$ cat src/rtl/cpu_seq.sv
// Variable-length instruction sequencer for the 8-bit CPU: decodes an opcode class and
// steps one control-state code per clock. Optional interrupt entry under CPU_SEQ_IRQ_EN.
module cpu_seq #(
    parameter int INST_W  = 8,
    parameter int STATE_W = 8,
    parameter int CYC_W   = 4
) (
    input  logic               clk,
    input  logic               reset_n,
    input  logic [INST_W-1:0]  instruction,
    input  logic               stall,
    input  logic               resume,
`ifdef CPU_SEQ_IRQ_EN
    input  logic               irq,
    output logic               irq_ack,
`endif
    output logic [STATE_W-1:0] state,
    output logic [CYC_W-1:0]   cycle,
    output logic [7:0]         opcode,
    output logic               inst_done,
    output logic               illegal,
    output logic               halted
);

    if (2**CYC_W < 9) begin : g_cyc_w_check
        $error("cpu_seq: CYC_W must satisfy 2**CYC_W >= 9");
    end
    if (INST_W < 8) begin : g_inst_w_check
        $error("cpu_seq: INST_W must be at least 8");
    end
    if (STATE_W < 5) begin : g_state_w_check
        $error("cpu_seq: STATE_W must be at least 5");
    end

    typedef enum logic [4:0] {
        S_NEXT       = 5'h00,
        S_FETCH_PC   = 5'h01,
        S_FETCH_INST = 5'h02,
        S_HALT       = 5'h03,
        S_JUMP       = 5'h04,
        S_OUT        = 5'h05,
        S_ALU_OUT    = 5'h06,
        S_ALU_EXEC   = 5'h07,
        S_MOV_STORE  = 5'h08,
        S_MOV_FETCH  = 5'h09,
        S_MOV_LOAD   = 5'h0A,
        S_FETCH_SP   = 5'h0C,
        S_PC_STORE   = 5'h0D,
        S_TMP_JUMP   = 5'h0E,
        S_RET        = 5'h0F,
        S_INC_SP     = 5'h10,
        S_SET_ADDR   = 5'h11,
        S_IN         = 5'h12,
        S_REG_STORE  = 5'h13,
        S_SET_REG    = 5'h14,
        S_IRQ_VEC    = 5'h15
    } seq_state_t;

    // OP_BAD is an internal marker for an undecodable class; it is never registered.
    typedef enum logic [7:0] {
        OP_NOP  = 8'h00,
        OP_CALL = 8'h01,
        OP_RET  = 8'h02,
        OP_OUT  = 8'h03,
        OP_IN   = 8'h04,
        OP_HLT  = 8'h05,
        OP_CMP  = 8'h06,
        OP_LDI  = 8'h10,
        OP_JMP  = 8'h18,
        OP_PUSH = 8'h20,
        OP_POP  = 8'h28,
        OP_ALU  = 8'h40,
        OP_MOV  = 8'h80,
        OP_BAD  = 8'hFF
    } op_t;

    function automatic op_t decode_class(input logic [7:0] b);
        op_t r;
        casez (b)
            8'h00:         r = OP_NOP;
            8'h01:         r = OP_CALL;
            8'h02:         r = OP_RET;
            8'h03:         r = OP_OUT;
            8'h04:         r = OP_IN;
            8'h05:         r = OP_HLT;
            8'h06:         r = OP_CMP;
            8'b00_010_???: r = OP_LDI;
            8'b00_011_???: r = OP_JMP;
            8'b00_100_???: r = OP_PUSH;
            8'b00_101_???: r = OP_POP;
            8'b01_???_000: r = OP_ALU;
            8'b10_??????:  r = OP_MOV;
            default:       r = OP_BAD;
        endcase
        return r;
    endfunction

    // k is the step index after the fetch pair, i.e. cycle-2.
    function automatic seq_state_t class_step(input op_t op, input logic [2:0] k);
        seq_state_t s0, s1, s2, s3, s4, r;
        s0 = S_NEXT; s1 = S_NEXT; s2 = S_NEXT; s3 = S_NEXT; s4 = S_NEXT;
        case (op)
            OP_LDI:  begin s0 = S_FETCH_PC;  s1 = S_SET_REG; end
            OP_JMP:  begin s0 = S_FETCH_PC;  s1 = S_JUMP; end
            OP_MOV:  begin s0 = S_MOV_FETCH; s1 = S_MOV_LOAD; s2 = S_MOV_STORE; end
            OP_ALU:  begin s0 = S_ALU_EXEC;  s1 = S_ALU_OUT; end
            OP_CMP:  begin s0 = S_ALU_EXEC; end
            OP_PUSH: begin s0 = S_FETCH_SP;  s1 = S_REG_STORE; end
            OP_POP:  begin s0 = S_INC_SP;    s1 = S_FETCH_SP; s2 = S_SET_REG; end
            OP_RET:  begin s0 = S_INC_SP;    s1 = S_FETCH_SP; s2 = S_RET; end
            OP_IN:   begin s0 = S_FETCH_PC;  s1 = S_SET_ADDR; s2 = S_IN; end
            OP_OUT:  begin s0 = S_FETCH_PC;  s1 = S_SET_ADDR; s2 = S_OUT; end
            OP_CALL: begin
                s0 = S_FETCH_PC; s1 = S_SET_REG; s2 = S_FETCH_SP;
                s3 = S_PC_STORE; s4 = S_TMP_JUMP;
            end
            OP_HLT:  begin s0 = S_HALT; end
            default: begin s0 = S_NEXT; end
        endcase
        case (k)
            3'd0:    r = s0;
            3'd1:    r = s1;
            3'd2:    r = s2;
            3'd3:    r = s3;
            3'd4:    r = s4;
            default: r = S_NEXT;
        endcase
        return r;
    endfunction

    seq_state_t       cur_state, nxt_state;
    op_t              cur_op, nxt_op, dec_op;
    logic [CYC_W-1:0] nxt_cycle;
    logic             nxt_done, nxt_illegal;
`ifdef CPU_SEQ_IRQ_EN
    logic             irq_mode, nxt_irq_mode;
`endif

    always_comb begin
        dec_op      = decode_class(instruction[INST_W-1 -: 8]);
        nxt_state   = cur_state;
        nxt_cycle   = cycle;
        nxt_op      = cur_op;
        nxt_done    = inst_done;
        nxt_illegal = illegal;
`ifdef CPU_SEQ_IRQ_EN
        nxt_irq_mode = irq_mode;
`endif
        if (!stall) begin
            nxt_done    = 1'b0;
            nxt_illegal = 1'b0;
            if (cur_state == S_HALT) begin
`ifdef CPU_SEQ_IRQ_EN
                if (irq) begin
                    nxt_state    = S_FETCH_SP;
                    nxt_cycle    = CYC_W'(1);
                    nxt_irq_mode = 1'b1;
                end else
`endif
                if (resume) begin
                    nxt_state = S_NEXT;
                    nxt_cycle = '0;
                    nxt_done  = 1'b1;
                end
            end else begin
`ifdef CPU_SEQ_IRQ_EN
                if (irq_mode) begin
                    case (cycle)
                        CYC_W'(1): nxt_state = S_PC_STORE;
                        CYC_W'(2): nxt_state = S_IRQ_VEC;
                        default:   nxt_state = S_NEXT;
                    endcase
                end else if (cycle == '0 && irq) begin
                    nxt_state    = S_FETCH_SP;
                    nxt_irq_mode = 1'b1;
                end else
`endif
                if (cycle > CYC_W'(7)) begin
                    nxt_state   = S_NEXT;
                    nxt_illegal = 1'b1;
                end else if (cycle == '0) begin
                    nxt_state = S_FETCH_PC;
                end else if (cycle == CYC_W'(1)) begin
                    nxt_state = S_FETCH_INST;
                end else if (cycle == CYC_W'(2)) begin
                    if (dec_op == OP_BAD) begin
                        nxt_op      = OP_NOP;
                        nxt_state   = S_NEXT;
                        nxt_illegal = 1'b1;
                    end else begin
                        nxt_op    = dec_op;
                        nxt_state = class_step(dec_op, 3'd0);
                    end
                end else begin
                    nxt_state = class_step(cur_op, 3'(cycle - CYC_W'(2)));
                    // NOP and HLT never legitimately reach a step past decode.
                    if (cur_op == OP_NOP || cur_op == OP_HLT) begin
                        nxt_state   = S_NEXT;
                        nxt_illegal = 1'b1;
                    end
                end
                if (nxt_state == S_NEXT) begin
                    nxt_cycle = '0;
                    nxt_done  = 1'b1;
`ifdef CPU_SEQ_IRQ_EN
                    nxt_irq_mode = 1'b0;
`endif
                end else begin
                    nxt_cycle = cycle + CYC_W'(1);
                end
            end
        end
    end

    always_ff @(posedge clk) begin
        if (!reset_n) begin
            cur_state <= S_NEXT;
            cycle     <= '0;
            cur_op    <= OP_NOP;
            inst_done <= 1'b0;
            illegal   <= 1'b0;
            halted    <= 1'b0;
`ifdef CPU_SEQ_IRQ_EN
            irq_mode  <= 1'b0;
            irq_ack   <= 1'b0;
`endif
        end else begin
            cur_state <= nxt_state;
            cycle     <= nxt_cycle;
            cur_op    <= nxt_op;
            inst_done <= nxt_done;
            illegal   <= nxt_illegal;
            halted    <= (nxt_state == S_HALT);
`ifdef CPU_SEQ_IRQ_EN
            irq_mode  <= nxt_irq_mode;
            irq_ack   <= (nxt_state == S_IRQ_VEC);
`endif
        end
    end

    assign state  = STATE_W'(cur_state);
    assign opcode = cur_op;

endmodule

$ cat config.mk
export PLATFORM = sky130hd
export DESIGN_NAME = cpu_seq
export DESIGN_NICKNAME = d
export VERILOG_FILES = /design/src/rtl/cpu_seq.sv
export SDC_FILE = /design/constraint.sdc
export NUM_CORES = 1
export LEC_CHECK = 0
export ABC_CLOCK_PERIOD_IN_PS = 3500
export BUFFER_PORTS_ARGS = -buffer_cell sky130_fd_sc_hd__buf_2
export CORE_UTILIZATION = 25
export DETAILED_ROUTE_END_ITERATION = 10
export GPL_TIMING_DRIVEN = 0
export HOLD_SLACK_MARGIN = 0.08
export PLACE_DENSITY = 0.52
export RECOVER_POWER = 100
export SYNTH_ARGS = -nofsm -noshare
export SYNTH_HDL_FRONTEND = slang
export SYNTH_SLANG_ARGS = --single-unit
export TNS_END_PERCENT = 1
$ cat constraint.sdc
create_clock -name clk -period 3.5 [get_ports clk]
set_input_delay 0.175 -clock clk [delete_from_list [all_inputs] [get_ports clk]]
set_output_delay 0.175 -clock clk [all_outputs]
set_load 0.1 [all_outputs]
# After elaboration in Yosys (flattened, before gate mapping)
# Cells that the tools add are included.
[totals]
register_bits = 20
input_bits = 12
out_inout_bits = 23
wordCells = 109
[classes]
add_sub_neg = 2
order_cmp = 1
eq_ne = 46
mux = 33
bitwise_logic = 5
reduce_logical = 16
[op_table]
columns = ["op", "n"]
rows = [
  ["8-bit case mux with 13 select lines", 1],
  ["5-bit case mux with 6 select lines", 3],
  ["8-bit by 3-bit equality test with 1-bit output (second input constant)", 9],
  ["5-bit 2-to-1 mux", 11],
  ["8-bit by 2-bit equality test with 1-bit output (second input constant)", 6],
  ["5-bit case mux with 7 select lines", 1],
  ["8-bit by 5-bit equality test with 1-bit output (second input constant)", 4],
  ["8-bit by 6-bit equality test with 1-bit output (second input constant)", 4],
  ["5-bit case mux with 5 select lines", 1],
  ["8-bit by 1-bit equality test with 1-bit output (second input constant)", 3],
  ["8-bit equality test (second input constant)", 3],
  ["5-bit by 2-bit equality test with 1-bit output (second input constant)", 4],
  ["4-bit 2-to-1 mux", 5],
  ["8-bit by 7-bit equality test with 1-bit output (second input constant)", 2],
  ["8-bit zero test", 2],
  ["2-bit OR reduction", 6],
  ["5-bit by 3-bit equality test with 1-bit output (second input constant)", 2],
  ["1-bit 2-to-1 mux", 10],
  ["5-bit OR reduction", 2],
  ["8-bit 2-to-1 mux", 1],
  ["3-bit by 2-bit equality test with 1-bit output (second input constant)", 2],
  ["6-bit AND reduction", 1],
  ["5-bit by 4-bit equality test with 1-bit output (second input constant)", 1],
  ["5-bit zero test", 1],
  ["other kinds (14)", 18],
]

# Logic depth before layout (Yosys ltp)
# Gate-level depths: netlist (run 1).
[depth]
depth_word = 15
depth_mapped = 11

# Worst setup path before layout (run 1)
# OpenSTA, ideal clock, no wires.
[synth_timing]
path_type = "reg2reg"
startpoint = "reg cycle[0]"
endpoint = "reg cycle[1]"
setup_time_ps = 70
arrival_ps = 3226
required_ps = 3430
slack_ps = 204
stages_incl_launch_ff = 11
period_less_slack_ps = 3296
path_cell_list = "dfxtp_1 -> inv_1 -> ha_1 -> nor3b_1 -> a31oi_1 -> o21a_1 -> o21ai_1 -> a221o_1 -> and4bb_4 -> or4b_1 -> a21oi_1"
[synth_between]
elab_chain_cells = 13
word_cells_on_any_way = 22
[synth_rtl]
columns = ["element", "line", "text"]
rows = [
  ["start: declaration", "18", "output logic [CYC_W-1:0] cycle,"],
  ["start signal: assignment", "229", "cycle <= nxt_cycle;"],
  ["3-bit by 2-bit subtractor with 3-bit output", "195", "nxt_state = class_step(cur_op, 3'(cycle - CYC_W'(2)));"],
  ["3-bit equality test, or another cell as far along", "120", "case (k)"],
  ["5-bit case mux with 5 select lines", "120", ""],
  ["5-bit 2-to-1 mux", "197", "if (cur_op == OP_NOP || cur_op == OP_HLT) begin"],
  ["5-bit 2-to-1 mux", "185", "end else if (cycle == CYC_W'(2)) begin"],
  ["5-bit 2-to-1 mux", "183", "end else if (cycle == CYC_W'(1)) begin"],
  ["5-bit 2-to-1 mux", "181", "end else if (cycle == '0) begin"],
  ["5-bit 2-to-1 mux", "178", "if (cycle > CYC_W'(7)) begin"],
  ["5-bit 2-to-1 mux", "152", "if (cur_state == S_HALT) begin"],
  ["5-bit 2-to-1 mux", "149", "if (!stall) begin"],
  ["5-bit zero test", "202", "if (nxt_state == S_NEXT) begin"],
  ["4-bit 2-to-1 mux (*)", "202", ""],
  ["4-bit 2-to-1 mux (*)", "152", ""],
]
# Every way passes the cells marked *; elsewhere a longest branch is shown, timed or not. The select of a mux whose other input is x is not followed.
# A chain may end at the register's enable or synchronous reset.

# Final worst setup path (run 1)
[layout_timing]
startpoint = "reg cycle[2]"
endpoint = "reg cycle[1]"
[layout_between]
elab_chain_cells = 13
word_cells_on_any_way = 21
[layout_rtl]
columns = ["element", "line"]
rows = [
  ["3-bit by 2-bit subtractor with 3-bit output", "195"],
  ["3-bit equality test, or another cell as far along", "120"],
  ["5-bit case mux with 5 select lines", "120"],
  ["5-bit 2-to-1 mux", "197"],
  ["5-bit 2-to-1 mux", "185"],
  ["5-bit 2-to-1 mux", "183"],
  ["5-bit 2-to-1 mux", "181"],
  ["5-bit 2-to-1 mux (*)", "178"],
  ["5-bit 2-to-1 mux (*)", "152"],
  ["5-bit 2-to-1 mux (*)", "149"],
  ["5-bit zero test (*)", "202"],
  ["4-bit 2-to-1 mux (*)", "202"],
  ["4-bit 2-to-1 mux (*)", "152"],
]
# Marks and branches as above.

==> results of run 1 <==
sequential cells by signal (all words and copies together) (netlist names):
signal     cells
cur_state      5
opcode         8
illegal        1
halted         1
inst_done      1
cycle          4
logic make-up after synthesis:
group,after synthesis
buf+inv,28
xor+xnor,7
other cells,1
simple gates,124
fa+ha+maj,5
flops,20
mux,2
compound gates,69
layout make-up:
cell class / count / area, sq um
Clock inverter: 1 / 30.0
Fill cell: 811 / 5050
Timing Repair Buffer: 29 / 120
Sequential cell: 20 / 400
Clock buffer: 3 / 41.3
Inverter: 8 / 30.0
Multi-Input combinational cell: 210 / 1360
Tap cell: 99 / 124
Buffer: 20 / 97.6
worst max-delay path by stage:
stage	cells past startpoint	slack, ps	startpoint	endpoint
6_report	9	430	cycle[2]$_SDFFE_PN0P_	cycle[1]$_SDFFE_PN0P_
3_3_place_gp	9	540	cycle[2]$_SDFFE_PN0P_	cycle[1]$_SDFFE_PN0P_
3_5_place_dp	9	560	cycle[2]$_SDFFE_PN0P_	cycle[1]$_SDFFE_PN0P_
4_1_cts	9	520	cycle[2]$_SDFFE_PN0P_	cycle[1]$_SDFFE_PN0P_
2_1_floorplan	10	200	cycle[0]$_SDFFE_PN0P_	cycle[1]$_SDFFE_PN0P_
5_1_grt	9	280	cycle[2]$_SDFFE_PN0P_	cycle[1]$_SDFFE_PN0P_
critical path, cell delays in order (launching register included):
cell and delay (ps):
dfxtp_1 410, ha_1 440, clkbuf_1 390, o31a_1 210, o21a_1 190, o21ai_0 150
a221o_1 370, and4bb_4 230, or4b_1 470, a21oi_1 150
cells in the final DEF (no fill, tap or decap), types with 6 or more instances in the layout:
| cell type | Yosys | final |
|---|---|---|
| nand2_1 | 15 | 15 |
| nand3_1 | 15 | 15 |
| dfxtp_1 | 20 | 20 |
| nand4_1 | 6 | 6 |
| a21oi_1 | 23 | 23 |
| nor3b_1 | 7 | 7 |
| buf_2 | 3 | 12 |
| o211ai_1 | 6 | 6 |
| inv_1 | 8 | 8 |
| nor2_1 | 31 | 31 |
| clkbuf_1 | 12 | 32 |
| o21ai_0 | 5 | 6 |
| nor2b_1 | 6 | 6 |
| a31oi_1 | 7 | 7 |
power by group:
part	leakage, nW	total, mW	switching [mW]	internal [mW]
registers	0.162	0.242	0.00712	0.234
clock network	0.0357	0.237	0.0841	0.153
logic	0.567	0.187	0.140	0.0472
layer usage:
layer | routed length [um] | up-vias
met3 | 239 | 11
met4 | 109 | 0
met2 | 2640 | 62
li1 | - | 1033
met5 | 0 | -
met1 | 2810 | 970
through the flow:
| step | instance area, sq um | util [%] | power, mW | std cells |
|---|---|---|---|---|
| global placement | 2160 | 29.7 | 0.434 | 386 |
| floorplan | 1890 | - | 0.391 | 258 |
| detailed placement | 2160 | 29.7 | 0.434 | 386 |
| finish | 2200 | 30.4 | 0.666 | 390 |
| global route | 2200 | 30.4 | 0.691 | 390 |
| CTS | 2230 | 30.7 | 0.670 | 390 |
==> metrics.cfg, run 1 <==
[finish]
n_antenna_cell=0
syn_to_final_growth_pct=17.2
final_nets=309
drive_gt1_share_pct=9.62

[power_and_ir_drop]
p_per_area_mw_per_mm2=302
peakVddDrop_mv=0.131
leakagePower_nw=0.765

[synthesis]
synth_fa_ha_area_share_pct=3.33
synthFlopType=dfxtp_1
muxShareOfSynthArea_pct=1.13
synth_top_area_cell=dfxtp_1
synth_seq_cells=20
synth.most_common_cell=nor2_1
synth_top_family_by_area=simple AND/OR/NAND/NOR gates
synth-compound-area-share_pct=24.4
synth_seq_area_share_pct=21.3
async_flop_share_pct=0
synth_edf_count=0
netlist_instances=256
synthTopCellsByArea=dfxtp_1 (21%), nor2_1 (6.2%), a21oi_1 (6.1%)
syn_avg_cell_area_sq_um=7.34
synth_top_area_share_pct=21.3
yosys.area_share.simple_pct=39.6
yosysWarnings=0
syn-cell-area_sq_mm=0.00188
synth_xor_xnor_area_share_pct=3.26
synth_common_cells=nor2_1 (31), a21oi_1 (23), dfxtp_1 (20)
synthDistinctLibCells=61

[grt]
grt_pass1_wl_mm=9.32
track_usage_pct=15.1
met2_usage_pct=24.8
antenna_found_initial=0
grt_use_met1_pct=21.0
busiest_layer=met2
grt_max_degree=13
globalRouteMet3Util_pct=1.12
grt_pass1_vias=1900
grt_overflow_total=0

[critical_path]
cp-end-kind=flip-flop
cp.arrival_ps=3280
required_ps=3710
crit_fanout=10
reg2regPathDepth=9
setup.worst_path.class=reg2reg
rr_endpoint=cycle[1]$_SDFFE_PN0P_
rrSetupSlack_ps=430
worstReg2RegStart=cycle[2]$_SDFFE_PN0P_
start_kind=flip-flop

[detailed_routing]
wire_per_inst_um=14.9
via_per_inst=5.32
wl_mm=5.80
ant_nets=0
vias=2076
drc_errors=0
drt_first_iter_violations=190
first_pass_iters=4

[cts]
cts_resized=0
h-tree-depth=1
clkSlewWorstSetupHoldPaths_ps=80
cts_tree=built
clk_latency_ps=270
clk_path_buf_depth=2
cts_buffers=3
hold_buffers=0
cts_root_buf=clkbuf_8
cts_setup_buffers=0
cts_sinks=20

[floorplanning]
fp.dieW_um=88.7
die_h_um=88.7
rows=31
start_util_pct=25.9
io_pins=35
die-area_sq_mm=0.00787
design.core.area_sq_mm=0.00725

[timing]
timing.hold.ws_ps=174
tightest_slew_ps=1200
timing.fmax_mhz=326
period_needed_ps=3070
fin_crit_sh_pct=87.7
slew_violations=0
setup_violations=0
finalClockSkew_ps=4.37
slew_headroom_pct=20.2
setup_tns_ps=0
rsz0062_at_grt=no
postLayoutSetupSlackWorst_ps=431
finalHoldViolations=0

[min_path]
hold_class=in2reg
worstHoldStart=reset_n
holdPathStages=2
whs_endpoint=cur_state[4]$_SDFF_PN0_

[place]
place_congestion=0.877
preCtsSetupSlack_ps=558
portBuffers=29
dpl.hpwl_mm=4.43

[job]
maxCapViolCount=0

[run_status]
outcome=completed

(Power assumes the default switching activity.)
==> run 2, diff against run 1 <==
Settings changed: ABC_CLOCK_PERIOD_IN_PS 3500 to 2600, PLACE_DENSITY 0.52 to default, PLACE_DENSITY_LB_ADDON from default to 0.1, SKIP_LAST_GASP from default to 1.
Clock period 3.5 ns to 2.6 ns, I/O delays scaled along.
==> run 2 against run 1 <==
Compared with the run above:
- critical path type unchanged
- clock-buffer cell count rose by 1
- cell count rose by 3.8%
- non-clock buffer count rose by 15
- design area rose by 17%
- hold slack got worse by 31 ps
- routed wire length rose by 14%
- worst setup slack got worse by 420 ps
==> metrics.cfg, run 2 (synthesis results as in run 1) <==
[place]
dpl_cell_area_sq_mm=0.00224  ; +3.7%
dpl.hpwl_mm=4.96  ; +12%
preCtsSetupSlack_ps=-233  ; -792 ps
portBuffers=29  ; unchanged
place_congestion=0.845  ; -3.6%
dp.cells=386  ; unchanged

[detailed_routing]
drt_first_iter_violations=125  ; -34%
first_pass_iters=4  ; unchanged
drc_errors=0  ; unchanged
wire_per_inst_um=16.3  ; +9.4%
via_per_inst=5.36  ; +0.61%
vias=2169  ; +4.5%
ant_nets=0  ; unchanged
wl_mm=6.59  ; +14%

[finish]
final_cells=405  ; +3.8%
layout_common_cells=nor2_1 (27), clkbuf_1 (23), a21oi_1 (20)
final_area_sq_mm=0.00258  ; +17%
final_nets=324  ; +4.9%
multi_input_area_sq_mm=0.00154  ; +13%
seq_area_sq_um=443  ; +11%
largest_register_ff_count=8  ; unchanged
n_antenna_cell=0  ; unchanged
utilization_pct=35.6  ; +5.3 points
fillers=805  ; -0.74%
drive_gt1_share_pct=30.1  ; +20 points
syn_to_final_growth_pct=37.6
layout_commonest_cell=nor2_1

[timing]
timing.fmax_mhz=386  ; +19%
slew_violations=0  ; unchanged
finalHoldViolations=0  ; unchanged
timing.hold.ws_ps=143  ; -31.0 ps
tightest_slew_ps=1160  ; -38.6 ps
setup_tns_ps=0  ; unchanged
setup_violations=0  ; unchanged
postLayoutSetupSlackWorst_ps=11.5  ; -420 ps
period_needed_ps=2590  ; -480 ps
rsz0062_at_grt=yes
slew_headroom_pct=21.7  ; +1.5 points
fin_crit_sh_pct=99.6  ; +12 points
finalClockSkew_ps=1.07  ; -3.30 ps

[critical_path]
rrSetupSlack_ps=10  ; -420 ps
worstReg2RegStart=cycle[0]$_SDFFE_PN0P_
crit_end=cycle[1]$_SDFFE_PN0P_
rr_endpoint=cycle[1]$_SDFFE_PN0P_
reg2regPathDepth=10  ; +1
setup.worst_path.class=reg2reg
crit_fanout=6  ; -4
start_kind=flip-flop
cp.arrival_ps=2790  ; -490 ps
startpoint=cycle[0]$_SDFFE_PN0P_
required_ps=2800  ; -910 ps
cp-end-kind=flip-flop

[cts]
cts_root_buf=clkbuf_8
cts_buffers=3  ; unchanged
hold_buffers=0  ; unchanged
cts_tree=built
cts_sinks=20  ; unchanged
h-tree-depth=1  ; unchanged
clk_latency_ps=260  ; about the same
clkSlewWorstSetupHoldPaths_ps=80  ; about the same
clk_path_buf_depth=2  ; unchanged

[power_and_ir_drop]
p_clk_share_pct=30.7  ; -4.9 points
p_int_mw=0.571  ; +31%
p_comb_share_pct=34.0  ; +5.9 points
switching_share_pct=36.6  ; +1.9 points
p_total_mw=0.901  ; +35%
peakVddDrop_mv=0.242  ; +84%
p_seq_share_pct=35.3  ; -1.0 points
p_per_area_mw_per_mm2=349  ; +15%
p_sw_mw=0.330  ; +43%
leakagePower_nw=0.920  ; +20%

[floorplanning]
rows=31  ; unchanged
io_pins=35  ; unchanged
design.core.area_sq_mm=0.00725  ; unchanged
die_h_um=88.7  ; unchanged
die-area_sq_mm=0.00787  ; unchanged
fp.dieW_um=88.7  ; unchanged
start_util_pct=25.9  ; unchanged

[min_path]
worstHoldStart=reset_n
hold_class=in2reg

[grt]
busiest_layer=met2
met2_usage_pct=27.3  ; +2.6 points
grt_overflow_total=0  ; unchanged
antenna_found_initial=0  ; unchanged
grt_pass1_vias=2022  ; +6.4%
globalRouteMet3Util_pct=1.77  ; +0.65 points
track_usage_pct=17.3  ; +2.2 points
grt_pass1_wl_mm=10.5  ; +12%
grt_max_degree=13  ; unchanged
grt_use_met1_pct=24.6  ; +3.6 points

[run_status]
outcome=completed

[job]
maxCapViolCount=0  ; unchanged

-- run 2: layout make-up --
type / count / area share (%)
buffer: 20 / 5.32
clock buffer: 4 / 2.57
inverter: 8 / 1.45
multi-input combinational: 210 / 59.4
sequential: 20 / 17.1
tap: 99 / 4.79
timing repair buffer: 44 / 9.34
-- run 2: layer usage --
layer | part of all wire [%] | up-vias
li1 | - | 1065
met1 | 48 | 1023
met2 | 45 | 70
met3 | 4.4 | 11
met4 | 1.7 | 0
met5 | 0 | -
-- run 2: timing repair --
item,in CTS,in global routing
setup endpoints to repair,6,6
setup buffers,10,5
resized for setup,28,17
pin swaps,6,9
-- run 2: worst min-delay path by stage --
stage                               to  slack, ps  cells past startpoint
2_1_floorplan  cur_state[3]$_SDFF_PN0_        250                      1
3_3_place_gp   cur_state[4]$_SDFF_PN0_        420                      2
3_5_place_dp   cur_state[3]$_SDFF_PN0_        420                      2
4_1_cts        cur_state[4]$_SDFF_PN0_        140                      2
5_1_grt        cur_state[4]$_SDFF_PN0_        160                      2
6_report       cur_state[4]$_SDFF_PN0_        140                      2
-- run 2: power by group through the flow --
| stage | logic [mW] | registers, mW | clock network [mW] |
|---|---|---|---|
| final | 0.306 | 0.318 | 0.277 |
| after global routing | 0.327 | 0.321 | 0.300 |
| after CTS | 0.294 | 0.319 | 0.285 |
| after detailed placement | 0.263 | 0.325 | 0 |
| after global placement | 0.264 | 0.325 | 0 |
| after floorplan | 0.131 | 0.392 | 0 |
-- run 2: critical path, stage by stage (launching register included) --
cell	delay, ps
dfxtp_4	380
inv_4	80
ha_4	190
inv_4	50
or3_4	390
a21oi_4	150
a21oi_1	90
a221o_1	360
and4bb_4	240
or4b_4	480
a21oi_2	120
==> run 3, diff against run 2 <==
Settings changed: CORE_UTILIZATION 25 to 50, GPL_TIMING_DRIVEN 0 to default.
==> run 3 against run 2 <==
Compared with the run above:
- the flow now finishes with violations (setup timing)
- via count shrank 1.3%
- clock skew increased by 1.3 ps
- register-to-register slack got worse by 20 ps
- critical endpoint unchanged
==> metrics.cfg, run 3 (synthesis results as in run 1) <==
[run_status]
outcome=complete, but fails checks
failed_checks=setup timing

[detailed_routing]
vias=2141  ; -1.3%
ant_nets=0  ; unchanged
drt_first_iter_violations=194  ; +55%
first_pass_iters=4  ; unchanged
via_per_inst=6.17  ; +15%
drc_errors=0  ; unchanged
wl_mm=5.51  ; -16%
wire_per_inst_um=15.9  ; -2.4%

[critical_path]
worst-path-buf-inv=1  ; -1
cp-end-kind=flip-flop
cp_top_family=simple AND/OR/NAND/NOR gates
critPathMaxStageDelay_ps=480  ; about the same
reg2regPathDepth=10  ; unchanged
crit_fanout=6  ; unchanged
cp.arrival_ps=2800  ; about the same
required_ps=2790  ; about the same
crit_chain=inv_1, ha_2, nor2_1, or4b_1, a21oi_1, o311a_1, a31oi_1, and4bb_4, or4b_1, a21oi_1
critical-path-slowest-cell=or4b_1
setup.worst_path.class=reg2reg
start_kind=flip-flop
path_depth=10  ; unchanged

[grt]
grt_pass1_wl_mm=9.30  ; -11%
antenna_found_initial=0  ; unchanged
track_usage_pct=29.2  ; +12 points
grt_pass1_vias=1979  ; -2.1%
grt_overflow_total=0  ; unchanged
grt_max_degree=24  ; +11

[timing]
setup_violations=1  ; +1
timing.fmax_mhz=383  ; -0.76%
rsz0062_at_grt=yes
tightest_slew_ps=1160  ; -3.74 ps
finalClockSkew_ps=2.41  ; +1.34 ps
slew_headroom_pct=23.0  ; +1.3 points
slew_violations=0  ; unchanged
period_needed_ps=2610  ; +19.9 ps
postLayoutSetupSlackWorst_ps=-8.38  ; -19.9 ps
setup_tns_ps=-8.38  ; -8.38 ps
finalHoldViolations=0  ; unchanged
fin_crit_sh_pct=100  ; +0.76 points

[power_and_ir_drop]
p_total_mw=0.819  ; -9.1%
peakVddDrop_mv=0.245  ; +1.4%
leakagePower_nw=0.930  ; +1.1%
p_per_area_mw_per_mm2=347  ; -0.56%

[min_path]
holdPathStages=2  ; unchanged
hold_class=in2reg

[cts]
hold_buffers=0  ; unchanged
clk_path_buf_depth=2  ; unchanged
clkSlewWorstSetupHoldPaths_ps=80  ; about the same
cts_resized=3  ; -89%
h-tree-depth=1  ; unchanged
clk_latency_ps=270  ; about the same
cts_tree=built
cts_root_buf=clkbuf_8
cts_setup_buffers=0  ; -10
cts_sinks=20  ; unchanged
cts_buffers=3  ; unchanged

[finish]
layout_common_cells=nor2_1 (30), buf_4 (28), buf_2 (26)
utilization_pct=68.1  ; +33 points
multi_input_area_sq_mm=0.00143  ; -7.1%
final_cells=347  ; -14%
seq_area_sq_um=443  ; unchanged
syn_to_final_growth_pct=25.8
final_nets=319  ; -1.5%
largest_register_ff_count=8  ; unchanged
fillers=344  ; -57%
n_antenna_cell=0  ; unchanged
layout_commonest_cell=nor2_1
drive_gt1_share_pct=29.2  ; -0.83 points

[floorplanning]
die_h_um=63.3  ; -29%
fp.dieW_um=63.3  ; -29%
die-area_sq_mm=0.00401  ; -49%
design.core.area_sq_mm=0.00347  ; -52%
rows=21  ; -32%
start_util_pct=54.2  ; +28 points
io_pins=35  ; unchanged

[job]
maxCapViolCount=0  ; unchanged

[place]
dpl.hpwl_mm=4.23  ; -15%
preCtsSetupSlack_ps=-35.5  ; +198 ps
portBuffers=31  ; +6.9%
place_congestion=1.01  ; +20%
dp.cells=343  ; -11%

## run 3: cell count changes in the layout (fill, tap and decap cells not counted), sizes merged
cell,change
clkbuf,-27
buf,+21
clkinv,+1
## run 3: worst paths after layout
path	end	from	slack, ps
worst max-delay path	cycle[1]$_SDFFE_PN0P_	cycle[1]$_SDFFE_PN0P_	-8
worst max register to register	cycle[1]$_SDFFE_PN0P_	cycle[1]$_SDFFE_PN0P_	-8
worst min-delay path	cur_state[4]$_SDFF_PN0_	reset_n	120
worst min register to register	illegal$_SDFFE_PN0N_	illegal$_SDFFE_PN0N_	460
## run 3: cell type report
| type | count | area share (%) |
|---|---|---|
| multi-input cells | 210 | 60.3 |
| inverters | 8 | 1.38 |
| repair buffers | 59 | 15.2 |
| clock buffers | 3 | 1.75 |
| well taps | 46 | 2.44 |
| clock inverters | 1 | 0.159 |
| flip-flops and latches | 20 | 18.7 |
## run 3: routing by layer
layer | GRT usage [%] | up-vias | wire length, um
met4 | 9.94 | 0 | 112
met2 | 46.6 | 76 | 2520
li1 | - | 1052 | -
met1 | 39.2 | 1002 | 2560
met5 | 0 | - | 0
met3 | 5.07 | 11 | 313
## run 3: per-stage QoR
stage               hold slack, ps  area, sq um
floorplan                      252         1970
global placement               400         2270
detailed placement             411         2270
CTS                            137         2330
global route                   155         2360
finish                         123         2360
## run 3: worst reg2reg max path, delay by kind of cell, from the launching register on
| kind | cells | cell delay, ps |
|---|---|---|
| simple gates | 4 | 1260 |
| compound gates | 4 | 540 |
| flops | 1 | 370 |
| fa+ha+maj | 1 | 230 |
| buf+inv | 1 | 120 |
## run 3: where the power goes
part	internal, mW	total [mW]	switching, mW
Sequential	0.307	0.318	0.0110
Clock	0.106	0.220	0.114
Combinational	0.0875	0.281	0.194
Total	0.500	0.819	0.319
